==> config.mk <==
export PLATFORM = sky130hd
export DESIGN_NAME = tmip_out_rx
export DESIGN_NICKNAME = d
export VERILOG_FILES = /design/src/rtl/tmip_out_rx_pkg.sv /design/src/rtl/tmip_rx_fifo.sv /design/src/rtl/tmip_out_rx.sv
export SDC_FILE = /design/constraint.sdc
export NUM_CORES = 1
export LEC_CHECK = 0
export ABC_AREA = 0
export BUFFER_PORTS_ARGS = -buffer_cell sky130_fd_sc_hd__clkbuf_2
export CORE_MARGIN = 2
export CORE_UTILIZATION = 45
export DETAILED_ROUTE_END_ITERATION = 8
export PLACE_DENSITY = 0.66
export SLEW_MARGIN = 30
export SYNTH_ARGS = -nofsm -noshare
export SYNTH_HDL_FRONTEND = slang
export SYNTH_SLANG_ARGS = --single-unit
==> constraint.sdc <==
create_clock -name clk -period 3.85 [get_ports clk]
set_clock_uncertainty 0.05 [all_clocks]
set_input_delay 0.1925 -clock clk [delete_from_list [all_inputs] [get_ports clk]]
set_output_delay 0.1925 -clock clk [all_outputs]
set_load 0.01 [all_outputs]
==> src/rtl/tmip_out_rx_pkg.sv <==
// Shared types and widths for the TMIP result-stream receiver.
package tmip_out_rx_pkg;

   localparam int TMIP_WORD_W = 20;   // default result word width
   localparam int TMIP_CNT_W  = 9;    // exp_cnt width (1..256)
   localparam int TMIP_IDX_W  = 8;    // res_idx width (modulo 256)

   typedef enum logic [1:0] {
      ST_IDLE  = 2'd0,
      ST_ARMED = 2'd1,
      ST_RX    = 2'd2,
      ST_DONE  = 2'd3
   } rx_state_e;

   // Receiver is considered busy while waiting for or receiving a stream
   function automatic logic is_busy(input rx_state_e st);
      return (st == ST_ARMED) || (st == ST_RX);
   endfunction

endpackage

==> src/rtl/tmip_rx_fifo.sv <==
// Synchronous word buffer with registered pointers and full/empty flags.
// A push into a full buffer is taken only when the same cycle pops the head.
module tmip_rx_fifo #(
   parameter int DW    = 29,
   parameter int DEPTH = 4
) (
   input  logic          clk,
   input  logic          rst_n,
   input  logic          push,
   input  logic [DW-1:0] push_data,
   input  logic          pop,
   output logic [DW-1:0] head_data,
   output logic          full,
   output logic          empty
);

   localparam int AW = (DEPTH > 1) ? $clog2(DEPTH) : 1;
   localparam int CW = AW + 1;
   localparam logic [AW-1:0] PTR_ONE   = AW'(1);
   localparam logic [CW-1:0] CNT_ONE   = CW'(1);
   localparam logic [CW-1:0] CNT_ZERO  = CW'(0);
   localparam logic [CW-1:0] CNT_DEPTH = CW'(DEPTH);

   logic [DW-1:0] mem_q [DEPTH];
   logic [DW-1:0] mem_d [DEPTH];
   logic [AW-1:0] wr_ptr_q, wr_ptr_d;
   logic [AW-1:0] rd_ptr_q, rd_ptr_d;
   logic [CW-1:0] count_q, count_d;
   logic          full_q, full_d;
   logic          empty_q, empty_d;
   logic          wr_en_s, rd_en_s;

   // Qualify pop with data present and push with space (or a same-cycle pop)
   always_comb begin
      rd_en_s = pop & ~empty_q;
      wr_en_s = push & (~full_q | rd_en_s);
   end

   // Next storage, pointers, occupancy and flags
   always_comb begin
      mem_d    = mem_q;
      wr_ptr_d = wr_ptr_q;
      rd_ptr_d = rd_ptr_q;
      if (wr_en_s) begin
         mem_d[wr_ptr_q] = push_data;
         wr_ptr_d        = wr_ptr_q + PTR_ONE;
      end else begin
         wr_ptr_d = wr_ptr_q;
      end
      if (rd_en_s) begin
         rd_ptr_d = rd_ptr_q + PTR_ONE;
      end else begin
         rd_ptr_d = rd_ptr_q;
      end
      case ({wr_en_s, rd_en_s})
         2'b10:   count_d = count_q + CNT_ONE;
         2'b01:   count_d = count_q - CNT_ONE;
         default: count_d = count_q;
      endcase
      full_d  = (count_d == CNT_DEPTH);
      empty_d = (count_d == CNT_ZERO);
   end

   // Register storage and control state
   always_ff @(posedge clk) begin
      if (!rst_n) begin
         for (int i = 0; i < DEPTH; i++) begin
            mem_q[i] <= {DW{1'b0}};
         end
         wr_ptr_q <= {AW{1'b0}};
         rd_ptr_q <= {AW{1'b0}};
         count_q  <= CNT_ZERO;
         full_q   <= 1'b0;
         empty_q  <= 1'b1;
      end else begin
         mem_q    <= mem_d;
         wr_ptr_q <= wr_ptr_d;
         rd_ptr_q <= rd_ptr_d;
         count_q  <= count_d;
         full_q   <= full_d;
         empty_q  <= empty_d;
      end
   end

   assign head_data = mem_q[rd_ptr_q];
   assign full      = full_q;
   assign empty     = empty_q;

endmodule

==> src/rtl/tmip_out_rx.sv <==
// Deserialises the TMIP transmitter's MSB-first bit stream into result words,
// tags each word with its index and last flag, and buffers them for a
// valid/ready consumer. Protocol violations are reported as sticky flags.
module tmip_out_rx
   import tmip_out_rx_pkg::*;
#(
   parameter int WORD_W     = TMIP_WORD_W,
   parameter int FIFO_DEPTH = 4
) (
   input  logic                  clk,
   input  logic                  rst_n,
   input  logic                  start,
   input  logic [TMIP_CNT_W-1:0] exp_cnt,
   input  logic                  out_valid,
   input  logic                  out_value,
   output logic                  res_valid,
   input  logic                  res_ready,
   output logic [WORD_W-1:0]     res_data,
   output logic [TMIP_IDX_W-1:0] res_idx,
   output logic                  res_last,
   output logic                  busy,
   output logic                  done,
   output logic                  err_gap,
   output logic                  err_ovf,
   output logic                  err_unexp
);

   localparam int BW      = $clog2(WORD_W);
   localparam int ENTRY_W = 1 + TMIP_IDX_W + WORD_W;
   localparam logic [BW-1:0]         BIT_LAST = BW'(WORD_W - 1);
   localparam logic [BW-1:0]         BIT_ONE  = BW'(1);
   localparam logic [BW-1:0]         BIT_ZERO = BW'(0);
   localparam logic [TMIP_CNT_W-1:0] CNT_ONE  = 9'd1;

   rx_state_e               state_q, state_d;
   logic [TMIP_CNT_W-1:0]   exp_q, exp_d;
   logic [TMIP_CNT_W-1:0]   wcnt_q, wcnt_d;
   logic [BW-1:0]           bcnt_q, bcnt_d;
   logic [WORD_W-1:0]       shift_q, shift_d;
   logic                    pend_q, pend_d;
   logic [WORD_W-1:0]       pend_data_q, pend_data_d;
   logic [TMIP_IDX_W-1:0]   pend_idx_q, pend_idx_d;
   logic                    pend_last_q, pend_last_d;
   logic                    busy_q, busy_d;
   logic                    done_q, done_d;
   logic                    err_gap_q, err_gap_d;
   logic                    err_ovf_q, err_ovf_d;
   logic                    err_unexp_q, err_unexp_d;

   logic [WORD_W-1:0]  word_s;
   logic               last_word_s;
   logic               pop_s, push_s, drop_s;
   logic               fifo_full_s, fifo_empty_s;
   logic [ENTRY_W-1:0] fifo_head_s;

   // Word assembly view and buffer handshake; a completed word waits one
   // cycle in the pending register so the next word can start shifting.
   always_comb begin
      word_s      = {shift_q[WORD_W-2:0], out_value};
      last_word_s = (wcnt_q == (exp_q - CNT_ONE));
      pop_s       = ~fifo_empty_s & res_ready;
      drop_s      = pend_q & fifo_full_s & ~pop_s;
      push_s      = pend_q & ~drop_s;
   end

   // Stream state machine: arming, bit shifting, word completion, errors
   always_comb begin
      state_d     = state_q;
      exp_d       = exp_q;
      wcnt_d      = wcnt_q;
      bcnt_d      = bcnt_q;
      shift_d     = shift_q;
      pend_d      = 1'b0;
      pend_data_d = pend_data_q;
      pend_idx_d  = pend_idx_q;
      pend_last_d = pend_last_q;
      done_d      = 1'b0;
      err_gap_d   = err_gap_q;
      err_ovf_d   = err_ovf_q | drop_s;
      err_unexp_d = err_unexp_q;
      case (state_q)
         ST_IDLE: begin
            if (start) begin
               state_d     = ST_ARMED;
               exp_d       = exp_cnt;
               wcnt_d      = {TMIP_CNT_W{1'b0}};
               bcnt_d      = BIT_ZERO;
               shift_d     = {WORD_W{1'b0}};
               err_gap_d   = 1'b0;
               err_ovf_d   = 1'b0;
               err_unexp_d = out_valid;
            end else begin
               err_unexp_d = err_unexp_q | out_valid;
            end
         end
         ST_ARMED, ST_RX: begin
            if (out_valid) begin
               state_d = ST_RX;
               shift_d = word_s;
               if (bcnt_q == BIT_LAST) begin
                  bcnt_d      = BIT_ZERO;
                  wcnt_d      = wcnt_q + CNT_ONE;
                  pend_d      = 1'b1;
                  pend_data_d = word_s;
                  pend_idx_d  = wcnt_q[TMIP_IDX_W-1:0];
                  pend_last_d = last_word_s;
                  if (last_word_s) begin
                     state_d = ST_DONE;
                     done_d  = 1'b1;
                  end else begin
                     state_d = ST_RX;
                  end
               end else begin
                  bcnt_d = bcnt_q + BIT_ONE;
               end
            end else if (bcnt_q != BIT_ZERO) begin
               // Valid dropped mid-word: abandon the partial word
               err_gap_d = 1'b1;
               bcnt_d    = BIT_ZERO;
               shift_d   = {WORD_W{1'b0}};
            end else begin
               bcnt_d = BIT_ZERO;
            end
         end
         ST_DONE: begin
            err_unexp_d = err_unexp_q | out_valid;
            if (fifo_empty_s && !pend_q) begin
               state_d = ST_IDLE;
            end else begin
               state_d = ST_DONE;
            end
         end
         default: begin
            state_d = ST_IDLE;
         end
      endcase
      busy_d = is_busy(state_d);
   end

   // Register receiver state and status outputs
   always_ff @(posedge clk) begin
      if (!rst_n) begin
         state_q     <= ST_IDLE;
         exp_q       <= {TMIP_CNT_W{1'b0}};
         wcnt_q      <= {TMIP_CNT_W{1'b0}};
         bcnt_q      <= BIT_ZERO;
         shift_q     <= {WORD_W{1'b0}};
         pend_q      <= 1'b0;
         pend_data_q <= {WORD_W{1'b0}};
         pend_idx_q  <= {TMIP_IDX_W{1'b0}};
         pend_last_q <= 1'b0;
         busy_q      <= 1'b0;
         done_q      <= 1'b0;
         err_gap_q   <= 1'b0;
         err_ovf_q   <= 1'b0;
         err_unexp_q <= 1'b0;
      end else begin
         state_q     <= state_d;
         exp_q       <= exp_d;
         wcnt_q      <= wcnt_d;
         bcnt_q      <= bcnt_d;
         shift_q     <= shift_d;
         pend_q      <= pend_d;
         pend_data_q <= pend_data_d;
         pend_idx_q  <= pend_idx_d;
         pend_last_q <= pend_last_d;
         busy_q      <= busy_d;
         done_q      <= done_d;
         err_gap_q   <= err_gap_d;
         err_ovf_q   <= err_ovf_d;
         err_unexp_q <= err_unexp_d;
      end
   end

   tmip_rx_fifo #(
      .DW    (ENTRY_W),
      .DEPTH (FIFO_DEPTH)
   ) u_fifo (
      .clk       (clk),
      .rst_n     (rst_n),
      .push      (push_s),
      .push_data ({pend_last_q, pend_idx_q, pend_data_q}),
      .pop       (pop_s),
      .head_data (fifo_head_s),
      .full      (fifo_full_s),
      .empty     (fifo_empty_s)
   );

   assign res_valid = ~fifo_empty_s;
   assign res_last  = fifo_head_s[ENTRY_W-1];
   assign res_idx   = fifo_head_s[WORD_W +: TMIP_IDX_W];
   assign res_data  = fifo_head_s[WORD_W-1:0];
   assign busy      = busy_q;
   assign done      = done_q;
   assign err_gap   = err_gap_q;
   assign err_ovf   = err_ovf_q;
   assign err_unexp = err_unexp_q;

endmodule

# Yosys cells after proc, flatten, opt, wreduce, memory -nomap -nowiden
# Cells that the tools add are included.
dict set report totals {
  register_bits 204
  inputBits 15
  output_inout_bits 35
  word_cells 117
}
dict set report classes {
  n_addsub 7
  n_lt_le_gt_ge 3
  eq_ne 16
  muxes 35
  bitwise 15
  n_reduce_logical 18
}
# cell n
set op_table {}
lappend op_table {{$bwmux 116} 1}
lappend op_table {{$mux 29} 3}
lappend op_table {{$bmux 29 s2} 1}
lappend op_table {{$demux 29 s2} 1}
lappend op_table {{$mux 19} 3}
lappend op_table {{$pmux 19 s2} 1}
lappend op_table {{$mux 9} 3}
lappend op_table {{$pmux 9 s2} 1}
lappend op_table {{$mux 5} 3}
lappend op_table {{$reduce_and 4->1} 3}
lappend op_table {{$mux 1} 10}
lappend op_table {{$ne 2x2->1 const B} 5}
lappend op_table {{$pmux 5 s2} 1}
lappend op_table {{$add 9x1->9 const B} 1}
lappend op_table {{$eq 9x9->1} 1}
lappend op_table {{$reduce_and 3->1} 3}
lappend op_table {{$sub 9x1->9 const B} 1}
lappend op_table {{$eq 2x2->1 const B} 4}
lappend op_table {{$and 1x1->1} 6}
lappend op_table {{$eq 2x1->1 const B} 3}
lappend op_table {{$ge 3x3->1 const B} 2}
lappend op_table {{$mux 2} 3}
lappend op_table {{$not 2->3} 2}
lappend op_table {{$pmux 2 s3} 1}
lappend op_table {{other kinds (21)} 31}

# Logic depth before layout (Yosys ltp)
# Gate-level depths: netlist of the first run.
dict set report depth {
  word_depth 10
  ltp_mapped 13
  ltp_nobuf 12
}

# Hierarchy
# A second synthesis of the first run with hierarchy kept.
dict set report hier_totals {
  hier_cells 919
  hier_area_um2 8876.0
}
# module instances cells_per_inst area_each_um2 seq_area_each_um2
set by_module_without_submodules {}
lappend by_module_without_submodules {tmip_rx_fifo 1 491 5469.0 2502.4}
lappend by_module_without_submodules {tmip_out_rx 1 428 3407.0 1581.5}

# Worst setup path after synthesis of the first run
# Ideal clock, no wire load.
dict set report synth_path {
  kind {register to register}
  from {reg u_fifo.empty_q, in the netlist u_fifo.empty}
  to {reg u_fifo.empty_q, in the netlist u_fifo.empty}
  setup_time_ps 122
  t_arrival_ps 2032
  t_required_ps 3678
  path_slack_ps 1646
  stages_incl_launch_ff 12
  n_path_buf 1
  period_less_slack_ps 2204
  cell_sequence {dfxtp_1 > nand2b_1 > nand2_1 > and2_1 > clkbuf_1 > inv_1 > ha_1 > inv_1 > fa_1 > nor3b_1 > a31oi_1 > a21oi_1}
}
dict set report synth_between {
  elab_chain_cells 10
  word_cells_on_any_way 13
  classes_between {2 x eq/ne; 1 x mux; 9 x bitwise; 1 x reduce/logical}
}
# element line_no
set synth_lines {}
lappend synth_lines {{start: declaration} tmip_rx_fifo.sv:30} ;# logic empty_q, empty_d;
lappend synth_lines {{start signal: assignment} tmip_rx_fifo.sv:81} ;# empty_q <= empty_d;
lappend synth_lines {{$not 1->1 (*)} {tmip_rx_fifo.sv:35, tmip_out_rx.sv:61}}
lappend synth_lines {{$and 1x1->1} tmip_out_rx.sv:61} ;# pop_s = ~fifo_empty_s & res_ready;
lappend synth_lines {{$not 1->1} tmip_out_rx.sv:62} ;# drop_s = pend_q & fifo_full_s & ~pop_s;
lappend synth_lines {{$and 1x1->1} tmip_out_rx.sv:62}
lappend synth_lines {{$not 1->1} tmip_out_rx.sv:63} ;# push_s = pend_q & ~drop_s;
lappend synth_lines {{$and 1x1->1} tmip_out_rx.sv:63}
lappend synth_lines {{$and 1x1->1} tmip_rx_fifo.sv:36} ;# wr_en_s = push & (~full_q | rd_en_s);
lappend synth_lines {{$eq 2x1->1 / $eq 2x2->1 (equally long branches)} tmip_rx_fifo.sv:55} ;# case ({wr_en_s, rd_en_s})
lappend synth_lines {{$pmux 3 s2 (*)} tmip_rx_fifo.sv:55}
lappend synth_lines {{$logic_not 3->1 (*)} tmip_rx_fifo.sv:61} ;# empty_d = (count_d == CNT_ZERO);
# Every way passes the cells marked *; elsewhere a longest branch is shown, timed or not.
# A chain may end at the register's enable or synchronous reset.

# Final worst setup path of the first run
dict set report layout_path {
  from {reg u_fifo.rd_ptr_q[0]}
  to {out res_data[16]}
}
dict set report layout_between {
  elab_chain_cells 4
}
# element line_no
set layout_lines {}
lappend layout_lines {{start: declaration} tmip_rx_fifo.sv:27} ;# logic [AW-1:0] rd_ptr_q, rd_ptr_d;
lappend layout_lines {{start signal: assignment} tmip_rx_fifo.sv:71} ;# rd_ptr_q <= {AW{1'b0}};
lappend layout_lines {{start signal: assignment} tmip_rx_fifo.sv:78} ;# rd_ptr_q <= rd_ptr_d;
lappend layout_lines {{$not 2->3 (not written as such)} tmip_rx_fifo.sv:85} ;# assign head_data = mem_q[rd_ptr_q];
lappend layout_lines {{$bmux 29 s2} tmip_rx_fifo.sv:85}
lappend layout_lines {{$mux 29 (not written as such) (2 in series)} tmip_rx_fifo.sv:85}
lappend layout_lines {{end: declaration} tmip_out_rx.sv:18} ;# output logic [WORD_W-1:0] res_data,
# Every way passes these cells. The select of a mux whose other input is x is not followed.

==> results.cfg, run 1 <==
[placed_design]
detailed_place_hpwl_mm = 12.0
dp_cells = 1250
place_area_um2 = 8870
finalWeightedCongestion = 0.798
portBuffers = 49

[routing]
route.detailed.wl_per_inst_um = 15.2
route.detailed.vias_per_inst = 5.29
detailroute.via_count = 6870
routed_wirelength_mm = 19.7
ant_nets_after_route = 0
drtPass1Iterations = 5
route.detailed.drc = 0
first_iter_violations = 385

[synth]
synth-seq-cells = 204
synth_area_um2 = 8500
synth_area_per_cell_um2 = 8.35
netlist_instances = 1018
syn_warnings = 0
yosys_most_used_dff = sky130_fd_sc_hd__dfxtp_1
postSynth.asyncResetShare_pct = 0
synth_enable_flop_cells = 0
synth_sequential_area_ratio_pct = 48.1
synth_largest_area_cell = sky130_fd_sc_hd__dfxtp_1
synthTopCellsByArea = sky130_fd_sc_hd__dfxtp_1, sky130_fd_sc_hd__nand2_1, sky130_fd_sc_hd__a21oi_1
synth.net_count = 1045
synth_top_area_share_pct = 48.1
yosys.cell_types.count = 51

[power_and_ir_drop]
switching_power_mw = 1.04
comb_power_share_pct = 6.7
clock_power_share_pct = 45.0
worst_ir_drop_vdd_v = 0.000267
pwr_density_cell_nw_per_um2 = 461
power_frac_seq_pct = 48.3
sw_frac_of_total_pct = 23.3
cell_internal_pwr_mw = 3.42
static-leakage-power_nw = 3.34

[timing]
final.min_clock_period_ps = 2460
maximum_frequency_from_static_timing_analysis_mhz = 407
finalSetupTns_ps = 0
final.period_utilization_pct = 63.9
drv_slew = 0
slew_headroom_pct = 42.5
rsz0062_at_grt = no
hold_viol = 0
worstMarginPinSlew_ps = 862
finalSetupViolations = 0

[outcome]
run_status = completed

[clock_tree]
clk_pin_slew_ps = 60
clkLatencyLatePin_ps = 490
cts_tree = yes
cts_root_buf = sky130_fd_sc_hd__clkbuf_16
cts_resized = 0
htree_num_levels = 1
clock-sinks = 204
cts_setup_buffers = 0
cts_hold_buffers = 11
cts_buffer_depth = 3
cts_buffers = 22

[setup_path]
critical_path.max_fanout = 25
setup.worst_path.class = reg -> out
ff2ff_setup_slack_ps = 1420
cp-end-kind = output port
crit_path_start_kind = register
worstReg2RegStart = state_q[0]
endpoint = res_data[16]
cp.required_ps = 3610
cp.arrival_ps = 2220
r2r-end = shift_q[7]
startpoint = u_fifo.rd_ptr_q[0]
timing.reg2reg.worst_path_depth = 7

[layout]
ff_latch_area_um2 = 4090
nFillCells = 1745
fin_area_um2 = 9680
antenna_cells = 0
area_of_the_multi_input_gates_um2 = 4040
stdcell_count = 1299
final_layout_size_suffix_gt1_share_pct = 13.3
final_util_pct = 51.9
finish.net_count = 1078
areaGrowthSynthToFinish_pct = 13.9

[worst_hold_path]
hold_path.class = in -> reg
worst_hold_startpoint = out_valid

[floorplan]
fp.dieArea_um2 = 20000
chipHeight_um = 141
core_area_um2 = 18600
rows = 50
start_util_pct = 45.6
die_x_um = 141
io_pins = 50

[global_routing]
grt_overflow_total = 0
grt_usage_pct = 19.9
grt_max_degree = 83
grt_first_pass_wirelength_mm = 33.1
antenna_found_initial = 0
first_global_vias = 6480

[job]
number_of_max_capacitance_violations_reported = 0
## cell usage after synthesis, types with 2 or more instances
master / n
sky130_fd_sc_hd__nand3_1: 22
sky130_fd_sc_hd__nand4_1: 7
sky130_fd_sc_hd__inv_1: 22
sky130_fd_sc_hd__nor2_1: 30
sky130_fd_sc_hd__buf_1: 2
sky130_fd_sc_hd__mux4_2: 29
sky130_fd_sc_hd__xor2_1: 16
sky130_fd_sc_hd__nand2b_1: 3
sky130_fd_sc_hd__nor4_1: 3
sky130_fd_sc_hd__or3_1: 4
sky130_fd_sc_hd__ha_1: 11
sky130_fd_sc_hd__buf_2: 24
sky130_fd_sc_hd__a31oi_1: 5
sky130_fd_sc_hd__and3_1: 6
sky130_fd_sc_hd__and2_1: 5
sky130_fd_sc_hd__nor3_1: 6
sky130_fd_sc_hd__o211ai_1: 2
sky130_fd_sc_hd__xnor2_1: 10
sky130_fd_sc_hd__a21oi_1: 183
sky130_fd_sc_hd__clkbuf_1: 40
sky130_fd_sc_hd__dfxtp_1: 204
sky130_fd_sc_hd__o211ai_2: 3
sky130_fd_sc_hd__o21ai_0: 4
sky130_fd_sc_hd__nand2_1: 349
sky130_fd_sc_hd__o21ai_1: 2
## how the worst min path moves through the flow
| stage | endpoint | slack, ps | depth (start not counted) |
|---|---|---|---|
| floorplan | u_fifo.empty | 230 | 1 |
| global placement | exp_q[8] | 370 | 3 |
| detailed placement | exp_q[1] | 370 | 3 |
| CTS | err_unexp | 20 | 3 |
| global route | err_unexp | 60 | 3 |
| finish | err_unexp | 40 | 3 |
## registers in the layout, indices dropped and copies added, names as in the netlist, 2 cells and up
| name | cells |
|---|---|
| bcnt_q | 5 |
| pend_data_q | 20 |
| u_fifo.count_q | 3 |
| state_q | 2 |
| wcnt_q | 9 |
| u_fifo.wr_ptr_q | 2 |
| shift_q | 19 |
| pend_idx_q | 8 |
| u_fifo.rd_ptr_q | 2 |
| u_fifo.mem_q | 116 |
| exp_q | 9 |
## layout make-up
| class | instances | area share (%) |
|---|---|---|
| inverters | 22 | 0.879 |
| clock inverters | 6 | 0.414 |
| flip-flops and latches | 204 | 42.2 |
| repair buffers | 77 | 4.99 |
| well taps | 234 | 3.02 |
| multi-input cells | 724 | 41.7 |
| clock buffers | 32 | 6.81 |
## worst max-delay path, cell delays in order, from the launching register on
cell and delay (ps):
sky130_fd_sc_hd__dfxtp_2 450, sky130_fd_sc_hd__buf_4 500, sky130_fd_sc_hd__mux4_2 590, sky130_fd_sc_hd__clkbuf_2 150
## placed cells by master (no fill, tap or decap), types with 3 or more instances in the layout
cell                            count
sky130_fd_sc_hd__and3_1             6
sky130_fd_sc_hd__clkbuf_2          49
sky130_fd_sc_hd__a31oi_1            5
sky130_fd_sc_hd__xnor2_1           10
sky130_fd_sc_hd__o21ai_0            4
sky130_fd_sc_hd__a21oi_1          183
sky130_fd_sc_hd__clkbuf_16         23
sky130_fd_sc_hd__clkinv_2           3
sky130_fd_sc_hd__nand2b_1           3
sky130_fd_sc_hd__inv_1             21
sky130_fd_sc_hd__clkbuf_8           5
sky130_fd_sc_hd__buf_4             17
sky130_fd_sc_hd__nand4_1            7
sky130_fd_sc_hd__or3_1              4
sky130_fd_sc_hd__nor2_1            30
sky130_fd_sc_hd__nand3_1           22
sky130_fd_sc_hd__nand2_1          349
sky130_fd_sc_hd__dfxtp_1          203
sky130_fd_sc_hd__dlygate4sd3_1     11
sky130_fd_sc_hd__clkbuf_1           4
sky130_fd_sc_hd__nor4_1             3
sky130_fd_sc_hd__and2_1             5
sky130_fd_sc_hd__nor3_1             6
sky130_fd_sc_hd__o211ai_2           3
sky130_fd_sc_hd__ha_1              11
sky130_fd_sc_hd__xor2_1            16
sky130_fd_sc_hd__mux4_2            29
## kinds of logic after synthesis
family,Yosys count,synth area share (%)
adder cells (fa/ha/maj),12,1.86
XOR/XNOR,27,2.94
AND/OR/NAND/NOR,448,22.0
AO/OA/AOI/OAI,207,12.9
buffers and inverters,90,4.46
multiplexers,30,7.80
flip-flops,204,48.1
## per-layer routing
layer  vias up  track usage, %  share of wire, %
met1      3242            28.4                48
met5         -               0                 0
li1       3472               -                 -
met2       134            32.6                46
met3        22            2.50               4.4
met4         0            4.47               1.4
## power by group through the flow
stage / logic [mW] / clock network [mW] / registers, mW
floorplan: 0.227 / 0 / 2.20
global placement: 0.286 / 0 / 2.20
detailed placement: 0.287 / 0 / 2.20
CTS: 0.299 / 2.05 / 2.15
global route: 0.336 / 2.15 / 2.16
finish: 0.297 / 2.01 / 2.15
## metrics by stage
step           setup slack (ps)  power [mW]  hold WS, ps
3_3_place_gp               1440        2.49          369
4_1_cts                    1320        4.50         17.7
3_5_place_dp               1430        2.49          370
2_1_floorplan              1650        2.42          234
6_report                   1390        4.46         40.4
5_1_grt                    1110        4.64         55.5
Power figures use the tool's default switching activity.
==> run 2: changes to the inputs <==
ABC_AREA = 1   (was 0)
clock period = 2.4 ns   (was 3.85 ns; I/O delays follow)
==> run 2 against run 1 <==
Effect of this change: non-clock buffer count is 17 higher; global-route usage is 2.3 points higher; clock power is 57% higher; synthesized area is 2.6% higher; total power is 64% higher; register-to-register slack worse by 1200 ps; sequential power is 65% higher; first-iteration DRC count is 77% higher; final area is 3.4% higher; wire length is 15% higher.
==> results.cfg, run 2 <==
[outcome]
run_status = completed

[power_and_ir_drop]
power_frac_seq_pct = 48.4
sw_frac_of_total_pct = 23.7
clock_power_share_pct = 43.2
post-layout-total-power_mw = 7.31
cell_internal_pwr_mw = 5.58
worst_ir_drop_vdd_v = 0.000521
pwr_density_cell_nw_per_um2 = 730
static-leakage-power_nw = 3.73
comb_power_share_pct = 8.4
switching_power_mw = 1.73

[synth]
syn_warnings = 0
synth_largest_area_cell = sky130_fd_sc_hd__dfxtp_1
synth_enable_flop_cells = 0
yosys.cell_types.count = 32
yosysMostFrequentCell = sky130_fd_sc_hd__dfxtp_1
synthTopCellsByArea = sky130_fd_sc_hd__dfxtp_1, sky130_fd_sc_hd__a21oi_1, sky130_fd_sc_hd__nand3_1
synth-seq-cells = 204
synth_area_per_cell_um2 = 7.42
synth.cells.most_frequent = sky130_fd_sc_hd__dfxtp_1, sky130_fd_sc_hd__nand2_1, sky130_fd_sc_hd__a21oi_1
synth_area_um2 = 8720
synth_top_area_share_pct = 46.9
yosys_most_used_dff = sky130_fd_sc_hd__dfxtp_1
synth.net_count = 1202
postSynth.asyncResetShare_pct = 0
synth_sequential_area_ratio_pct = 46.9
netlist_instances = 1175

[setup_path]
worst_path_max_delay_cell = sky130_fd_sc_hd__fa_1
setup.worst_path.class = reg -> reg
critPathMaxStageDelay_ps = 380
ff2ff_setup_slack_ps = 240
critical_path.max_fanout = 3
crit_path_start_kind = register
r2r-end = u_fifo.full
timing.reg2reg.worst_path_depth = 14
worstReg2RegStart = u_fifo.empty
cp.required_ps = 2780
critical_path.cell_chain = inv_1 -> nand2_1 -> inv_1 -> nor2_4 -> nor2_4 -> inv_1 -> ha_1 -> inv_1 -> fa_1 -> a21oi_1 -> o21ai_1 -> xnor2_1 -> nand2_1 -> nor2_1
cp.arrival_ps = 2540
critical-path-top-cell-by-count = sky130_fd_sc_hd__inv_1
cp-end-kind = register

[floorplan]
chipHeight_um = 143
io_pins = 50
rows = 50
die_x_um = 143
core_area_um2 = 18800
fp.dieArea_um2 = 20500
start_util_pct = 46.3

[routing]
ant_nets_after_route = 0
route.detailed.wl_per_inst_um = 15.3
routed_wirelength_mm = 22.6
drtPass1Iterations = 5
detailroute.via_count = 7961
route.detailed.drc = 0
first_iter_violations = 680
route.detailed.vias_per_inst = 5.38

[layout]
areaGrowthSynthToFinish_pct = 14.8
final_common_cell = sky130_fd_sc_hd__dfxtp_1
mostFrequentLayoutCells = sky130_fd_sc_hd__dfxtp_1, sky130_fd_sc_hd__nand2_1, sky130_fd_sc_hd__a21oi_1
antenna_cells = 0
layout_top_registers = u_fifo.mem_q: 116 flops, pend_data_q: 20 flops, shift_q: 19 flops
number_of_flip_flops_under_the_largest_register_name = 116
largest-register = u_fifo.mem_q
final_layout_size_suffix_gt1_share_pct = 10.5
finish.net_count = 1233
fin_area_um2 = 10000
stdcell_count = 1480

[placed_design]
dp_cells = 1426
place_area_um2 = 9170
portBuffers = 49
detailed_place_hpwl_mm = 13.6
finalWeightedCongestion = 0.864

[clock_tree]
cts_setup_buffers = 0
cts_tree = yes
cts_root_buf = sky130_fd_sc_hd__clkbuf_16
clk_pin_slew_ps = 60
cts_buffer_depth = 3
clkLatencyLatePin_ps = 490
cts_buffers = 23
clock-sinks = 204
htree_num_levels = 1

[timing]
slew_headroom_pct = 56.7
final.period_utilization_pct = 90.1
worstMarginPinSlew_ps = 650
final.min_clock_period_ps = 2160
hold_viol = 0
drv_slew = 0
rsz0062_at_grt = no
finalSetupTns_ps = 0
finalSetupViolations = 0
maximum_frequency_from_static_timing_analysis_mhz = 463

[global_routing]
grt_overflow_total = 0
first_global_vias = 7336
antenna_found_initial = 0
grt_first_pass_wirelength_mm = 37.2
grt_usage_pct = 22.2
grt_max_degree = 143

[worst_hold_path]
min_delay_worst_endpoint = exp_q[5]
worst_hold_startpoint = exp_cnt[5]
min_delay_path_depth = 4
hold_path.class = in -> reg

[job]
number_of_max_capacitance_violations_reported = 0
==> run 2: what timing repair did <==
item	CTS	global route
hold endpoints to repair	22	0
endpoints found under the setup margin	0	3
hold buffers	15	0
resized for setup	0	3
==> run 2: kinds of logic after synthesis <==
kind of cell / after synthesis / share of synthesized area (%)
and+or+nand+nor: 460 / 22.7
adders and majority gates: 12 / 1.81
DFF: 204 / 46.9
buffers and inverters: 161 / 7.59
xor gates and xnor gates: 9 / 0.904
AOI/OAI and AO/OA: 329 / 20.2
==> run 2: worst max path at each step <==
| stage | startpoint | endpoint | slack (ps) | depth (start not counted) |
|---|---|---|---|---|
| after floorplan | u_fifo.empty | u_fifo.empty | 190 | 14 |
| after global placement | u_fifo.empty | u_fifo.empty | 310 | 13 |
| after detailed placement | u_fifo.empty | u_fifo.full | 220 | 14 |
| after CTS | u_fifo.empty | u_fifo.full | 160 | 14 |
| after global routing | u_fifo.empty | u_fifo.full | 10 | 14 |
| final | u_fifo.empty | u_fifo.full | 240 | 14 |
==> run 2: per-layer routing <==
| metal | vias to the layer above | global-route usage [%] | routed length, um |
|---|---|---|---|
| met5 | - | 0 | 0 |
| met1 | 3693 | 30.9 | 10600 |
| met2 | 213 | 36.5 | 10500 |
| li1 | 4022 | - | - |
| met3 | 33 | 3.12 | 1150 |
| met4 | 0 | 5.47 | 388 |
==> run 2: layout make-up <==
class                      instances  area (um2)
clock buffer                      36         664
fill                            1848        8820
sequential                       204        4090
inverter                          73         277
tap                              260         325
clock inverter                     3        15.0
timing repair buffer              94         658
multi-input combinational        810        3990
==> run 2: metrics by stage <==
step           hold WS (ps)  util (%)  setup slack (ps)
4_1_cts                 388      53.1               161
6_report                399      53.2               239
3_5_place_dp            357      48.7               219
5_1_grt                 422      53.2              13.6
2_1_floorplan           173         -               190
3_3_place_gp            345      48.7               308
==> run 2: worst max-delay path, delay by kind of cell (launching register included) <==
family	cells	cell delay, ps
xor gates and xnor gates	1	220
DFF	1	300
AOI/OAI and AO/OA	2	230
adders and majority gates	2	530
and+or+nand+nor	5	460
buffers and inverters	4	300
==> run 2: power groups by stage <==
stage	Clock [mW]	Combinational (mW)	Sequential, mW
floorplan	0	0.445	3.60
global placement	0	0.588	3.61
detailed placement	0	0.587	3.61
CTS	3.24	0.612	3.54
global route	3.38	0.702	3.55
finish	3.16	0.611	3.54
==> run 3: changes to the inputs <==
GPL_TIMING_DRIVEN = 0   (was unset)
==> run 3 against run 2 <==
Effect of this change: final cell count up 3.9%; first-iteration DRC count up 0.15%; non-clock buffer count up 58; wire length up 11%; total power up 4.1%; combinational power up 2%; fmax down 5.8%; utilization up 1.1 points; global-route usage up 2.4 points; final area up 2.0%; largest power group unchanged; highest routed layer unchanged.
==> results.cfg, run 3 (synthesis results as in run 2) <==
[outcome]
run_status = completed

[power_and_ir_drop]
power_frac_seq_pct = 46.5
cell_internal_pwr_mw = 5.78
static-leakage-power_nw = 3.80
sw_frac_of_total_pct = 24.0
switching_power_mw = 1.83
worst_ir_drop_vdd_v = 0.000541
post-layout-total-power_mw = 7.61
pwr_density_cell_nw_per_um2 = 745
clock_power_share_pct = 45.3
comb_power_share_pct = 8.2

[global_routing]
grt_first_pass_wirelength_mm = 40.6
global_route.usage.met2_pct = 40.4
grt_usage_pct = 24.6
grt_max_degree = 14
first_global_vias = 7990
gr-usage-met3_pct = 3.42
grt_overflow_total = 0
grt_busiest_layer = met2
antenna_found_initial = 0
met1_usage_pct = 33.5

[setup_path]
timing.reg2reg.worst_path_depth = 14
cp-end-kind = register
cp.required_ps = 2800
crit_path_start_kind = input port
cp.arrival_ps = 2690
endpoint = err_unexp
startpoint = rst_n
worstReg2RegStart = u_fifo.empty
setup.worst_path.class = in -> reg
critical_path.max_fanout = 10
ff2ff_setup_slack_ps = 140
r2r-end = u_fifo.empty

[floorplan]
die_x_um = 143
chipHeight_um = 143
core_area_um2 = 18800
io_pins = 50
start_util_pct = 46.3
fp.dieArea_um2 = 20500
rows = 50

[worst_hold_path]
hold_path.class = in -> reg

[layout]
stdcell_count = 1538
largest-register = u_fifo.mem_q
fin_area_um2 = 10200
final_common_cell = sky130_fd_sc_hd__dfxtp_1
final_util_pct = 54.2
mostFrequentLayoutCells = sky130_fd_sc_hd__dfxtp_1, sky130_fd_sc_hd__nand2_1, sky130_fd_sc_hd__a21oi_1
finish.net_count = 1290
antenna_cells = 0
areaGrowthSynthToFinish_pct = 17.2
final_layout_size_suffix_gt1_share_pct = 10.5
layout_top_registers = u_fifo.mem_q: 116 flops, pend_data_q: 20 flops, shift_q: 19 flops
nFillCells = 1823
number_of_flip_flops_under_the_largest_register_name = 116

[routing]
routed_wirelength_mm = 25.0
detailroute.via_count = 8366
route.detailed.drc = 0
ant_nets_after_route = 0
route.detailed.vias_per_inst = 5.44
drtPass1Iterations = 5
first_iter_violations = 681
route.detailed.wl_per_inst_um = 16.2

[clock_tree]
cts_tree = yes
cts_buffer_depth = 3
cts_root_buf = sky130_fd_sc_hd__clkbuf_16
clkLatencyLatePin_ps = 500
htree_num_levels = 1
clock-sinks = 204
clk_pin_slew_ps = 60
cts_buffers = 22

[placed_design]
finalWeightedCongestion = 0.863
detailed_place_hpwl_mm = 17.4
dp_cells = 1483
portBuffers = 48
preCtsSetupSlack_ps = -331
place_area_um2 = 9280

[timing]
drv_slew = 0
finalWorstSetupSlack_ps = 106
slew_headroom_pct = 51.3
finalSetupViolations = 0
finalSetupTns_ps = 0
final.min_clock_period_ps = 2290
whs_ps = 23.7
final.period_utilization_pct = 95.6
maximum_frequency_from_static_timing_analysis_mhz = 436
worstMarginPinSlew_ps = 730
hold_viol = 0

[job]
number_of_max_capacitance_violations_reported = 0
## run 3: cell types whose count changed in the layout (fill, tap and decap cells not counted), sizes merged
cell,change
dlygate4sd3,-2
clkbuf,+57
bufinv,+2
buf,+1
clkinvlp,+1
inv,-1
## run 3: worst min-delay path by stage
stage                         endpoint  slack (ps)  cells past startpoint  startpoint
floorplan               pend_data_q[0]         170                      2   out_value
global placement        pend_data_q[0]         340                      3   out_value
detailed placement      pend_data_q[0]         320                      3   out_value
CTS                 u_fifo.rd_ptr_q[0]          30                      4   res_ready
global route        u_fifo.rd_ptr_q[0]          40                      4   res_ready
finish              u_fifo.rd_ptr_q[0]          20                      5   res_ready
## run 3: metal layers
layer	share of wire, %	wire length, um
met4	2.6	653
met5	0	0
met2	45	11200
met1	46	11400
met3	7.0	1750
## run 3: area by class of cell
class	instances	area [um2]	area share [%]
inverters	73	274	2.68
clock buffers	34	657	6.43
plain buffers	88	403	3.95
repair buffers	64	393	3.85
flip-flops and latches	204	4080	40.0
well taps	260	325	3.19
clock inverters	5	77.6	0.760
multi-input cells	810	4000	39.1
## run 3: timing repair
item,CTS,global route
endpoints found under the hold margin,15,0
gates resized for setup,9,12
setup endpoints to repair,14,26
pin swaps,1,3
hold buffers,13,0
setup buffers,0,3
## run 3: worst max-delay path: stages
cell	delay (ps)
sky130_fd_sc_hd__clkbuf_1	520
sky130_fd_sc_hd__clkinv_1	460
sky130_fd_sc_hd__clkbuf_1	350
sky130_fd_sc_hd__clkbuf_1	400
sky130_fd_sc_hd__a21oi_1	240
sky130_fd_sc_hd__dlygate4sd3_1	580
## run 3: power groups by stage
stage          clock network (mW)  registers, mW  logic (mW)
2_1_floorplan                   0           3.60       0.445
3_3_place_gp                    0           3.61       0.592
3_5_place_dp                    0           3.61       0.596
4_1_cts                      3.48           3.53       0.617
5_1_grt                      3.62           3.55       0.714
6_report                     3.45           3.54       0.625
